$ cat config.mk
export PLATFORM = sky130hd
export DESIGN_NAME = cordic_input_launcher
export DESIGN_NICKNAME = d
export VERILOG_FILES = /design/src/rtl/cordic_input_launcher.sv
export SDC_FILE = /design/constraint.sdc
export NUM_CORES = 1
export LEC_CHECK = 0
export CAP_MARGIN = 20
export CELL_PAD_IN_SITES_DETAIL_PLACEMENT = 0
export CELL_PAD_IN_SITES_GLOBAL_PLACEMENT = 1
export CORE_MARGIN = 1.5
export CORE_UTILIZATION = 25
export DETAILED_ROUTE_END_ITERATION = 16
export GPL_TIMING_DRIVEN = 0
export PLACE_DENSITY = 0.67
export SLEW_MARGIN = 20
export SYNTH_ARGS = -nofsm -noshare
export SYNTH_HDL_FRONTEND = slang
export SYNTH_SLANG_ARGS = --single-unit
$ cat constraint.sdc
create_clock -name ck -period 2.5 [get_ports ck]
set_clock_uncertainty 0.2 [all_clocks]
set_input_delay 0.25 -clock ck [delete_from_list [all_inputs] [get_ports ck]]
set_output_delay 0.25 -clock ck [all_outputs]
set_load 0.01 [all_outputs]
$ cat src/rtl/cordic_input_launcher.sv
// cordic_input_launcher: clocked transmit side of the async CORDIC sqrt handshake.
// Launches one FP32 operand per 4-phase bundled-data cycle; ack is synchronized.
module cordic_input_launcher #(
    parameter int FP32           = 31,
    parameter int SETUP_CYCLES   = 2,
    parameter int SYNC_STAGES    = 2,
    parameter int TIMEOUT_CYCLES = 1024
) (
    input  logic          ck,
    input  logic          arst,
    input  logic          valid_i,
    output logic          ready_o,
    input  logic [FP32:0] data_i,
    output logic [FP32:0] data_o,
    output logic          req_o,
    input  logic          ack_i,
    output logic          busy_o,
    output logic          timeout_o,
    input  logic          clr_timeout_i
);

    localparam int TW = (TIMEOUT_CYCLES < 2) ? 1 : $clog2(TIMEOUT_CYCLES + 1);
    localparam logic [TW-1:0] TSAT = TW'(TIMEOUT_CYCLES);
    localparam logic [TW-1:0] TSET =
        TW'((TIMEOUT_CYCLES > 0) ? TIMEOUT_CYCLES - 1 : 0);
    localparam logic [3:0] CNT_INIT = 4'(SETUP_CYCLES - 1);

    typedef enum logic [1:0] {
        IDLE,
        SETUP,
        REQ_HI,
        REQ_LO
    } state_t;

    state_t               state_q, state_d;
    logic [3:0]           cnt_q, cnt_d;
    logic [TW-1:0]        tcnt_q, tcnt_d;
    logic [TW-1:0]        tcnt_inc;
    logic                 req_q, req_d;
    logic [FP32:0]        data_q, data_d;
    logic                 tmo_q, tmo_d;
    logic [SYNC_STAGES-1:0] sync_q, sync_d;
    logic                 ack_s;
    logic                 waiting;
    logic                 tmo_set;

    assign ack_s     = sync_q[SYNC_STAGES-1];
    assign sync_d    = {sync_q[SYNC_STAGES-2:0], ack_i};
    assign ready_o   = (state_q == IDLE) && !ack_s;
    assign busy_o    = (state_q != IDLE);
    assign req_o     = req_q;
    assign data_o    = data_q;
    assign timeout_o = tmo_q;
    assign tcnt_inc  = (tcnt_q == TSAT) ? tcnt_q : tcnt_q + TW'(1);

    always_comb begin
        state_d = state_q;
        cnt_d   = cnt_q;
        tcnt_d  = tcnt_q;
        req_d   = req_q;
        data_d  = data_q;
        waiting = 1'b0;
        unique case (state_q)
            IDLE: begin
                if (valid_i && ready_o) begin
                    data_d  = data_i;
                    cnt_d   = CNT_INIT;
                    state_d = SETUP;
                end
            end
            SETUP: begin
                if (cnt_q == 4'd0) begin
                    req_d   = 1'b1;
                    tcnt_d  = '0;
                    state_d = REQ_HI;
                end else begin
                    cnt_d = cnt_q - 4'd1;
                end
            end
            REQ_HI: begin
                if (ack_s) begin
                    req_d   = 1'b0;
                    tcnt_d  = '0;
                    state_d = REQ_LO;
                end else begin
                    waiting = 1'b1;
                    tcnt_d  = tcnt_inc;
                end
            end
            REQ_LO: begin
                if (!ack_s) begin
                    state_d = IDLE;
                end else begin
                    waiting = 1'b1;
                    tcnt_d  = tcnt_inc;
                end
            end
            default: state_d = IDLE;
        endcase
    end

    // tcnt saturates one past TSET, so the flag fires once per stalled phase.
    always_comb begin
        tmo_set = waiting && (TIMEOUT_CYCLES != 0) && (tcnt_q == TSET);
        tmo_d   = tmo_q;
        if (tmo_set) begin
            tmo_d = 1'b1;
        end else if (clr_timeout_i) begin
            tmo_d = 1'b0;
        end
    end

    always_ff @(posedge ck or negedge arst) begin
        if (!arst) begin
            state_q <= IDLE;
            cnt_q   <= '0;
            tcnt_q  <= '0;
            req_q   <= 1'b0;
            data_q  <= '0;
            tmo_q   <= 1'b0;
            sync_q  <= '0;
        end else begin
            state_q <= state_d;
            cnt_q   <= cnt_d;
            tcnt_q  <= tcnt_d;
            req_q   <= req_d;
            data_q  <= data_d;
            tmo_q   <= tmo_d;
            sync_q  <= sync_d;
        end
    end

endmodule
==> flow_metrics.tcl, run 1 <==
set metrics [dict create \
    rsz0062_at_grt "no" \
    syn_to_final_growth_pct 43.16 \
    wl_met3_um 390 \
    cts-root-buf "clkbuf_8" \
    finalCritPeriodShare_pct 96.29 \
    drv_cap 0 \
    die-area_sq_um 10590 \
    multi_input_comb_area_sq_um 1136 \
    drive_gt1_share_pct 21.07 \
    crit_chain "inv_2, ha_2, or3b_4, a211o_4, or4_4, a21oi_2" \
    die_x_um 102.9 \
    wl_met2_mm 2.562 \
    antenna_found_initial 0 \
    first_pass_iters 5 \
    vias 1991 \
    final-hold-violation-count 0 \
    regArea_sq_um 1326 \
    powerDensity_nw_per_um2 1101 \
    cts_sinks 53 \
    grt_overflow 0 \
    grt_pass1_vias 1958 \
    route.detailed.drc 0 \
    wl_per_cell_um 13.11 \
    period_needed_ns 2.407 \
    synth_seq_cells 53 \
    r2r_slack_ns 0.09 \
    ys_seq_area_share_pct 53.13 \
    cellLeakagePower_nw 1.435 \
    fp.dieH_um 102.9 \
    synth_cell_types 43 \
    antenna_cells 0 \
    drt_first_iter_violations 108 \
    routed_via_density 4.609 \
    hpwl_mm 3.974 \
    top_layer_used "met4" \
    syn_inst 213 \
    clockBufferDepth 2 \
    hp-class "reg -> reg" \
    rows 36 \
    syn_area_sq_um 2496 \
    startpoint_type "flop" \
    fmax_ghz 0.4154 \
    slew_headroom_pct 53.71 \
    worst_path_largest_cell_delay_ns 0.53 \
    ir_drop_mv 0.4862 \
    cp.arrival_ns 2.45 \
    grt_max_degree 54 \
    fin_util_pct 36.73 \
    grt_pass1_wl_mm 9.453 \
    insertion_delay_ns 0.31 \
    endpoint_kind "flop" \
    fin_nets 344 \
    outcome "finished clean" \
    clkTransAtPathRegs_ns 0.10 \
    core-area_sq_um 9729 \
    start_util_pct 25.66 \
    crit_slowest_cell "or4_4" \
    port_buffers 72 \
    setup_violations 0 \
    postRouteAntennaNets 0 \
    cp.required_ns 2.54 \
    drt_wl_total_mm 5.664 \
    grtUsageTotal_pct 11.20 \
    worstPathMaxFanout 8 \
    cts_tree "done" \
    worst-setup-path-type "reg -> reg" \
    wl_met1_mm 2.657 \
    yosysWarnings 0 \
    synthesis.nets 259 \
    routabilityCongestion 0.7955 \
    fillers 1019 \
    htreeDepth 2 \
    io_pins 73 \
    synth.avg_cell_area_sq_um 11.72 \
    slew_violations 0 \
    whs_ns 0.1682 \
    cts_made_buffers 5 \
    worstMarginPinSlew_ns 0.6944 \
]
==> state kept, by name (all words and copies together), names as in the netlist <==
name,count
sync_q,2
data_o,32
tcnt_q,11
req_o,1
state_q,2
timeout_o,1
cnt_q,4
==> report_power, final <==
group | leakage (nW) | switching, mW | internal (mW) | total [mW]
Sequential | 0.656 | 0.208 | 1.19 | 1.40
Combinational | 0.727 | 0.892 | 1.11 | 2.00
Clock | 0.0518 | 0.306 | 0.231 | 0.537
Total | 1.44 | 1.41 | 2.53 | 3.93
==> what timing repair did <==
action,in CTS,in global routing
hold endpoints to repair,53,0
buffers inserted,2,4
setup endpoints to repair,10,8
pin swaps,0,2
resized for setup,3,11
hold buffers,1,0
==> cells in the final DEF (no fill, tap or decap), types with 3 or more instances in the layout <==
cell type        instances
a21oi_1                 10
clkdlybuf4s50_1         71
mux2_2                  33
or3_1                    4
dfrtp_1                 53
o221ai_1                 3
nand4_1                  5
nand3_1                  7
nand2_1                  8
ha_1                     8
o21ai_0                 13
nor2_1                   9
buf_4                    7
inv_1                   10
buf_1                    3
clkbuf_8                 6
nor2b_1                  5
==> cells in the mapped netlist <==
| master | number | area (sq um) |
|---|---|---|
| nor2_1 | 9 | 33.78 |
| buf_1 | 3 | 11.26 |
| mux2_2 | 33 | 371.6 |
| o31a_1 | 1 | 8.760 |
| a221oi_1 | 1 | 8.760 |
| a21oi_1 | 11 | 55.05 |
| nor4b_1 | 1 | 8.760 |
| ha_1 | 9 | 112.6 |
| inv_1 | 11 | 41.29 |
| nor2b_1 | 5 | 31.28 |
| a31oi_1 | 1 | 6.260 |
| a211o_4 | 1 | 17.52 |
| o311ai_0 | 1 | 8.760 |
| or3_1 | 4 | 25.02 |
| a2bb2oi_1 | 1 | 8.760 |
| a2111o_1 | 1 | 11.26 |
| clkinv_1 | 1 | 3.750 |
| nand2_1 | 8 | 30.03 |
| nor3b_1 | 2 | 15.01 |
| a22oi_1 | 2 | 15.01 |
| a222oi_1 | 1 | 10.01 |
| a211oi_1 | 1 | 7.510 |
| nor3_1 | 3 | 15.01 |
| o21ai_0 | 13 | 65.06 |
| nand3_1 | 7 | 35.03 |
| dfrtp_1 | 53 | 1326 |
| mux2i_1 | 1 | 10.01 |
| and2b_1 | 1 | 7.510 |
| buf_6 | 1 | 11.26 |
| o31ai_1 | 2 | 15.01 |
| and4_1 | 1 | 8.760 |
| nor3_2 | 1 | 10.01 |
| o21a_1 | 1 | 7.510 |
| o2bb2ai_1 | 1 | 8.760 |
| or2_2 | 1 | 6.260 |
| nand4_1 | 5 | 31.28 |
| a22o_1 | 1 | 8.760 |
| clkbuf_1 | 3 | 11.26 |
| or3b_1 | 1 | 8.760 |
| o221ai_1 | 3 | 26.28 |
| nor4_1 | 2 | 12.51 |
| and2_1 | 1 | 6.260 |
| or4_1 | 3 | 22.52 |
==> worst paths after layout <==
path | from | to | cells after the start
max | cnt_q[0] | tcnt_q[7] | 6
min | sync_q[0] | sync_q[1] | 0
max reg2reg | cnt_q[0] | tcnt_q[7] | 6
min reg2reg | sync_q[0] | sync_q[1] | 0
max in group asynchronous | arst | tcnt_q[0] | 2
min in group asynchronous | arst | data_o[20] | 2
==> logic make-up (layout without fill, tap and decap cells) <==
logic type,Yosys count,after routing,share of synthesized area (%)
buffers and inverters,19,105,3.158
multiplexers,34,34,15.29
adder cells (fa/ha/maj),9,9,4.511
flip-flops,53,53,53.13
AO/OA/AOI/OAI,43,43,11.58
AND/OR/NAND/NOR,55,55,12.33
==> per-stage QoR <==
| stage | instance area (sq um) | worst slack (ns) | total power, mW | setup TNS [ns] | instances |
|---|---|---|---|---|---|
| after detailed placement | 3381 | -0.09930 | 3.297 | -0.7567 | 418 |
| after global placement | 3383 | -0.7841 | 3.270 | -41.97 | 418 |
| final | 3573 | 0.09269 | 3.934 | 0 | 432 |
| after global routing | 3573 | 0.02122 | 4.225 | 0 | 432 |
| after floorplan | 2496 | 0.1089 | 2.407 | 0 | 213 |
| after CTS | 3516 | 0.006017 | 3.907 | 0 | 429 |
==> area by class of cell <==
type                       instances  area share, %
tap                              133          4.657
sequential                        53          37.11
multi-input combinational        141          31.79
buffer                             6         0.7353
clock buffer                       6          2.311
inverter                          12          1.261
clock inverter                     2         0.4902
timing repair buffer              79          21.64
==> critical path, delay by kind of cell (launching register included) <==
family          cells  cell delay (ns)
buf+inv             1             0.08
flops               1             0.41
compound gates      2             0.52
fa+ha+maj           1             0.18
simple gates        2             0.95
==> per-layer routing <==
metal  vias to the layer above  track usage, %
li1                        943               -
met5                         -               0
met3                         6           3.797
met2                        54           17.46
met4                         0           2.911
met1                       988           14.93
Note: power is estimated with default switching activity, not from simulation.
==> inputs of run 2 (changes only) <==
--- a/config.mk
+++ b/config.mk
@@ -9,10 +9,10 @@
 export CELL_PAD_IN_SITES_DETAIL_PLACEMENT = 0
 export CELL_PAD_IN_SITES_GLOBAL_PLACEMENT = 1
 export CORE_MARGIN = 1.5
-export CORE_UTILIZATION = 25
+export CORE_UTILIZATION = 33
 export DETAILED_ROUTE_END_ITERATION = 16
 export GPL_TIMING_DRIVEN = 0
-export PLACE_DENSITY = 0.67
+export PLACE_DENSITY = 0.83
 export SLEW_MARGIN = 20
 export SYNTH_ARGS = -nofsm -noshare
 export SYNTH_HDL_FRONTEND = slang
==> constraint.sdc (replaced) <==
create_clock -name ck -period 2.5 [get_ports ck]
set_clock_uncertainty 0.2 [all_clocks]
set_input_delay 0.25 -clock ck [delete_from_list [all_inputs] [get_ports ck]]
set_output_delay 0.25 -clock ck [all_outputs]
set_load 0.05 [all_outputs]
==> flow_metrics.tcl, run 2 (synthesis gave the netlist of run 1 again) <==
set metrics [dict create \
    grt_max_degree 54 \
    drt_first_iter_violations 128 \
    finalCritPeriodShare_pct 97.07 \
    die_x_um 89.97 \
    slew_violations 0 \
    cts_sinks 53 \
    cellLeakagePower_nw 1.453 \
    worstMarginPinSlew_ns 0.6655 \
    slew_headroom_pct 55.63 \
    cts_tree "done" \
    rsz0062_at_grt "no" \
    final_cells 400 \
    dpl.cell_count 384 \
    io_pins 73 \
    outcome "finished clean" \
    mostFrequentLayoutCells "clkdlybuf4s50_1, dfrtp_1, mux2_2, o21ai_0, inv_1" \
    r2r-end "tcnt_q[7]" \
    route.detailed.drc 0 \
    fin_nets 346 \
    port_buffers 72 \
    worst_r2r_path_depth 7 \
    r2r_slack_ns 0.07 \
    worst-setup-path-type "reg -> reg" \
    hpwl_mm 3.939 \
    drv_cap 0 \
    die-area_sq_um 8095 \
    cts_made_buffers 5 \
    start_util_pct 34.23 \
    drt_wl_total_mm 5.467 \
    worstPathMaxFanout 6 \
    fp.dieH_um 89.97 \
    multi_input_comb_area_sq_um 1146 \
    routed_via_density 4.938 \
    fmax_ghz 0.4121 \
    insertion_delay_ns 0.30 \
    tns_ns 0 \
    clockBufferDepth 2 \
    fin_util_pct 48.94 \
    clkTransAtPathRegs_ns 0.09 \
    period_needed_ns 2.427 \
    largest_reg_flops 32 \
    vias 1975 \
    whs_endpoint "sync_q[1]" \
    ir_drop_mv 0.9040 \
    placed_cell_area_sq_um 3338 \
    grt_pass1_wl_mm 9.204 \
    cts-root-buf "clkbuf_8" \
    drive_gt1_share_pct 21.26 \
    postRouteAntennaNets 0 \
    whs_ns 0.1568 \
    worstHoldPathCells 0 \
    fillers 724 \
    hp-class "reg -> reg" \
    core-area_sq_um 7292 \
    antenna_cells 0 \
    final_common_cell "clkdlybuf4s50_1" \
    cp.arrival_ns 2.46 \
    final-hold-violation-count 0 \
    first_pass_iters 4 \
    rows 31 \
    powerDensity_nw_per_um2 1367 \
    syn_to_final_growth_pct 42.96 \
    routabilityCongestion 0.7870 \
    grt_pass1_vias 1954 \
    startpoint_type "flop" \
    endpoint_kind "flop" \
    grt_overflow 0 \
    stdcell_area_sq_um 3568 \
    antenna_found_initial 0 \
    regArea_sq_um 1326 \
    cp.required_ns 2.53 \
    grtUsageTotal_pct 13.60 \
    setup_violations 0 \
    r2r_start "cnt_q[1]" \
    htreeDepth 2 \
    hp-start "sync_q[0]" \
    wl_per_cell_um 13.67 \
]
==> run 2: cell count changes in the layout (fill, tap and decap cells not counted), moves of 2 or more <==
cell	delta
a21oi_2	+2
clkdlybuf4s50_1	-2
dlygate4sd2_1	+2
a21oi_1	-2
==> run 2: report_power, final <==
| part | internal, mW | leakage (nW) | switching [mW] | total (mW) |
|---|---|---|---|---|
| clock | 0.301 | 0.0554 | 0.279 | 0.580 |
| sequential | 1.19 | 0.656 | 0.210 | 1.40 |
| combinational | 1.12 | 0.741 | 1.78 | 2.90 |
==> run 2: cell type report <==
| cell class | count | area share (%) |
|---|---|---|
| Clock inverter | 2 | 1.087 |
| Tap cell | 99 | 3.471 |
| Multi-Input combinational cell | 141 | 32.12 |
| Timing Repair Buffer | 80 | 21.81 |
| Buffer | 7 | 1.052 |
| Sequential cell | 53 | 37.17 |
| Clock buffer | 6 | 2.034 |
| Inverter | 12 | 1.262 |
==> run 2: stage by stage <==
stage               setup WS, ns  power (mW)
floorplan                 0.1089       3.267
global placement         -0.6908       4.120
detailed placement      -0.09724       4.169
CTS                     0.008425       4.815
global route           0.0003377       5.151
finish                   0.07337       4.880
==> run 2: worst max-delay path: stages, from the launching register on <==
cell	delay, ns
dfrtp_1	0.39
inv_1	0.12
ha_4	0.14
or3b_1	0.36
buf_6	0.14
a211o_4	0.36
or4_4	0.52
a21oi_2	0.14
==> run 2: worst max path at each step <==
stage | start | endpoint | slack (ns) | depth (start not counted)
2_1_floorplan | cnt_q[0] | tcnt_q[7] | 0.11 | 7
3_3_place_gp | arst | data_o[22] | -0.69 | 1
3_5_place_dp | cnt_q[0] | tcnt_q[10] | -0.1 | 7
4_1_cts | cnt_q[0] | tcnt_q[7] | 0.008 | 7
5_1_grt | cnt_q[1] | tcnt_q[7] | 0.0003 | 7
6_report | cnt_q[1] | tcnt_q[7] | 0.07 | 7
==> run 2: what timing repair did <==
action,CTS,global route
pin swaps,0,3
setup buffers,2,5
gates resized for setup,6,11
hold buffers,1,0
endpoints found under the hold margin,53,0
endpoints found under the setup margin,13,6
==> run 2: routing by layer <==
| layer | global-route usage, % | routed length [um] |
|---|---|---|
| met1 | 17.25 | 2387 |
| met2 | 22.84 | 2721 |
| met3 | 4.315 | 327 |
| met4 | 2.778 | 31 |
| met5 | 0 | 0 |
